--- config.mk ---
export PLATFORM = sky130hd
export DESIGN_NAME = adder_result_fifo
export DESIGN_NICKNAME = d
export VERILOG_FILES = /design/src/rtl/adder_result_fifo.sv
export SDC_FILE = /design/constraint.sdc
export NUM_CORES = 1
export LEC_CHECK = 0
export CAP_MARGIN = 10
export CORE_UTILIZATION = 34
export CTS_CLUSTER_DIAMETER = 80
export CTS_CLUSTER_SIZE = 24
export DETAILED_ROUTE_END_ITERATION = 7
export GPL_ROUTABILITY_DRIVEN = 0
export SLEW_MARGIN = 20
export SYNTH_ARGS = -nofsm -noshare
export SYNTH_HDL_FRONTEND = slang
export SYNTH_SLANG_ARGS = --single-unit
--- constraint.sdc ---
create_clock -name clk -period 13.7 [get_ports clk]
set_input_delay 2.74 -clock clk [delete_from_list [all_inputs] [get_ports clk]]
set_output_delay 2.74 -clock clk [all_outputs]
set_load 0.005 [all_outputs]
--- src/rtl/adder_result_fifo.sv ---
// Result buffer behind the 4-stage pipelined adder: tags each {sum, carry} with a sequence number
// and replays results in order over valid/ready. Optional push statistics under ADDER_RESULT_STATS_EN.
module adder_result_fifo #(
    parameter int DEPTH = 4,
    parameter int SEQ_W = 8,
    localparam int CNT_W = $clog2(DEPTH + 1)
) (
    input  logic             clk,
    input  logic             rst,
    input  logic             flush,
    input  logic             in_valid,
    input  logic [31:0]      in_sum,
    input  logic             in_cout,
    output logic             in_allow,
    output logic             out_valid,
    input  logic             out_ready,
    output logic [31:0]      out_sum,
    output logic             out_cout,
    output logic [SEQ_W-1:0] out_seq,
    output logic [CNT_W-1:0] count,
    output logic             full,
    output logic             empty
`ifdef ADDER_RESULT_STATS_EN
    ,
    output logic [31:0]      stat_total,
    output logic [31:0]      stat_carry
`endif
);

    localparam int PTR_W = $clog2(DEPTH);

    typedef struct packed {
        logic [31:0]      sum;
        logic             cout;
        logic [SEQ_W-1:0] seq;
    } entry_t;

    entry_t           mem [DEPTH];
    logic [PTR_W-1:0] wr_ptr;
    logic [PTR_W-1:0] rd_ptr;
    logic [SEQ_W-1:0] seq;
    logic             push;
    logic             pop;

    assign full      = (count == CNT_W'(DEPTH));
    assign empty     = (count == '0);
    assign out_valid = !empty;

    // Must never look at in_valid: the adder feeds out_allow back into its own allowin.
    assign in_allow = !flush && (!full || out_ready);

    assign push = in_valid && in_allow;
    assign pop  = out_valid && out_ready && !flush;

    assign out_sum  = mem[rd_ptr].sum;
    assign out_cout = mem[rd_ptr].cout;
    assign out_seq  = mem[rd_ptr].seq;

    // NOTE: storage has no reset; out_* are don't-care while out_valid=0, and resetting
    // the array would only add a wide reset fan-out to plain data registers.
    always_ff @(posedge clk) begin
        if (!rst && push) begin
            mem[wr_ptr] <= '{sum: in_sum, cout: in_cout, seq: seq};
        end
    end

    // NOTE: all sequential state uses non-blocking assignments so every register samples
    // the pre-edge values of its peers, independent of statement order.
    always_ff @(posedge clk) begin
        if (rst) begin
            count  <= '0;
            wr_ptr <= '0;
            rd_ptr <= '0;
            seq    <= '0;
        end else if (flush) begin
            // Tags deliberately keep counting across a flush.
            count  <= '0;
            wr_ptr <= '0;
            rd_ptr <= '0;
        end else begin
            if (push) begin
                wr_ptr <= wr_ptr + PTR_W'(1);
                seq    <= seq + SEQ_W'(1);
            end
            if (pop) begin
                rd_ptr <= rd_ptr + PTR_W'(1);
            end
            if (push && !pop) begin
                count <= count + CNT_W'(1);
            end else if (pop && !push) begin
                count <= count - CNT_W'(1);
            end
        end
    end

`ifdef ADDER_RESULT_STATS_EN
    always_ff @(posedge clk) begin
        if (rst) begin
            stat_total <= '0;
            stat_carry <= '0;
        end else if (push) begin
            if (stat_total != 32'hFFFF_FFFF) begin
                stat_total <= stat_total + 32'd1;
            end
            if (in_cout && stat_carry != 32'hFFFF_FFFF) begin
                stat_carry <= stat_carry + 32'd1;
            end
        end
    end
`endif

endmodule

==> flow_summary.json <==
{
  "yosysUniqueCellTypes": 31,
  "hp-class": "flop to flop",
  "critPathLaunchType": "input pin",
  "postSynthCellCount": 318,
  "io_buffers": 85,
  "wirelength_um": 12430,
  "grt_setup_unrepaired": "false",
  "place_inst": 660,
  "io-pin-count": 86,
  "num_vias": 3337,
  "route.detailed.drc": 0,
  "synth_compound_area_frac": 0.01837,
  "mappedNetlistArea_mm2": 0.006812,
  "cp.arrival_ns": 4.35,
  "avgSynthCellArea_um2": 21.42,
  "p_total_mw": 1.116,
  "ctsResizeCount": 0,
  "final_nets": 459,
  "worst_pin_slew_ns": 0.8777,
  "synth_seq_cells": 181,
  "final_cells": 692,
  "finalSetupViolations": 0,
  "seqPwrFrac": 0.547,
  "hold-worst-slack_ns": 0.4877,
  "dr_wl_met2_um": 6355,
  "grt_start_max_net_pins": 42,
  "placedInstanceArea_mm2": 0.008010,
  "drt-met1-wl_um": 5302,
  "synthMuxAreaShare": 0.1403,
  "ir_drop_mv": 0.07967,
  "yosys.area_share.adder": 0.01396,
  "dp_hpwl_um": 7299,
  "power_density_mw_per_mm2": 129.9,
  "die_area_mm2": 0.02060,
  "wire_per_inst_um": 17.97,
  "fin_crit_sh": 0.5177,
  "grt_pass1_wl_um": 19100,
  "vias_per_cell": 4.822,
  "p_comb_frac": 0.042,
  "slew_headroom": 0.4149,
  "grt_antenna_before_repair": 0,
  "fmax_mhz": 141.0,
  "rows": 51,
  "top_layer_used": "met4",
  "cts_tree": "built",
  "die_w_um": 143.5,
  "min_period_ns": 7.093,
  "numCtsBuffers": 17,
  "final_common_cell": "edfxtp_1",
  "hold_viol_final": 0,
  "ys_seq_area_frac": 0.7730,
  "cts.sinks": 181,
  "synthXorXnorAreaFrac": 0.002572,
  "fin_ws_ns": 6.607,
  "fin_setup_tns_ns": 0,
  "clock_latency_ns": 0.43,
  "core_area_mm2": 0.01953,
  "drt-initial-drc-count": 150,
  "slew_violations": 0,
  "syn_to_final_growth_pct": 26.19,
  "layout-drive-gt1-share": 0.2108,
  "pwr-share-clk": 0.411,
  "grt_pass1_vias": 3515,
  "ys_warn_count": 0,
  "fp.dieH_um": 143.5,
  "cts-hold-fix-buffers": 0,
  "cts_buffer_depth": 2,
  "track_usage": 0.1295,
  "start_util": 0.3488,
  "synth_top_family_by_area": "multiplexers",
  "design_area_mm2": 0.008596,
  "p_int_mw": 0.8971,
  "maxCapViolCount": 0,
  "cp.required_ns": 10.96,
  "status": "complete, no violations",
  "htreeDepth": 4,
  "power.leakage_nw": 2.675,
  "path_class": "input pin to output pin",
  "overflow": 0,
  "drtAntennaViolNets": 0,
  "cts.clk_slew.worst_paths_ns": 0.07,
  "fin_skew_ns": 0.01062,
  "worstPathMaxFanout": 16,
  "crit_path_end_kind": "output pin",
  "swShare": 0.1963,
  "synth-simple-area-share": 0.03968,
  "p_switching_mw": 0.2191,
  "cts_post_setup_buffers_inserted": 0,
  "first_pass_iters": 4,
  "root_buffer": "clkbuf_16",
  "final_cell_mix": "164 x edfxtp_1, 85 x clkdlybuf4s50_1, 41 x mux4_2",
  "final_util": 0.4402,
  "syn_nets": 363,
  "diodes": 0,
  "wl_met3_um": 582,
  "pre_cts_slack_ns": 6.590
}
## per-layer routing
metal / vias to the layer above / track usage
li1: 1515 / -
met1: 1717 / 0.1519
met2: 89 / 0.2233
met3: 16 / 0.03466
met4: 0 / 0.05599
met5: - / 0
## critical path: stages
cell	delay, ns
clkdlybuf4s50_1	0.47
nor4b_4	0.58
nor2_1	0.08
clkdlybuf4s50_1	0.48
## power by group through the flow
stage,clock network (mW),logic (mW),registers [mW]
6_report,0.459,0.0471,0.610
5_1_grt,0.494,0.0511,0.611
4_1_cts,0.472,0.0477,0.610
3_5_place_dp,0,0.0474,0.622
3_3_place_gp,0,0.0459,0.622
2_1_floorplan,0,0.0174,0.621
## sequential cells by signal, summed over array words and instances, names as in the netlist, named ones only
signal,flops
count,3
mem,164
rd_ptr,2
seq,8
wr_ptr,2
## path summary, 6_finish.rpt
kind / to / startpoint / slack [ns] / cells past startpoint
setup / recovery: in_allow / out_ready / 6.61 / 4
hold reg to reg: flop / rd_ptr[1] / 0.49 / 2
hold / removal: flop / rd_ptr[1] / 0.49 / 2
setup reg to reg: mem[2][39] / count[0] / 10.99 / 4
## cells in the mapped netlist (all sizes together)
library cell / instances / area (um^2)
a21oi: 12 / 60.06
buf: 11 / 48.80
clkbuf: 3 / 11.26
dfxtp: 17 / 340.3
edfxtp: 164 / 4925
fa: 1 / 20.02
ha: 6 / 75.07
inv: 6 / 22.52
mux2: 2 / 22.52
mux2i: 1 / 10.01
mux4: 41 / 923.4
nand2: 2 / 7.510
nand2b: 3 / 18.77
nand3: 6 / 30.03
nand3b: 1 / 7.510
nand4: 2 / 12.51
nor2: 5 / 18.77
nor2b: 3 / 18.77
nor3b: 5 / 37.54
nor4: 2 / 12.51
nor4b: 1 / 23.77
o21ai: 7 / 35.03
o31ai: 4 / 30.03
or2: 1 / 6.260
or3: 5 / 36.28
or4: 4 / 30.03
or4b: 1 / 10.01
xor2: 2 / 17.52
## kinds of logic after synthesis
family	Yosys count
AOI/OAI and AO/OA	23
xor gates and xnor gates	2
adders and majority gates	7
buffers and inverters	20
DFF	181
muxes	44
and+or+nand+nor	41
## area by class of cell
cell class                 instances  area, um^2
multi-input combinational        117        1503
clock inverter                    10       66.31
fill                            1714       10930
timing repair buffer              91       895.9
tap                              265       331.6
inverter                           6       22.52
clock buffer                      22       506.7
sequential                       181        5270
Power figures use the tool's default switching activity.
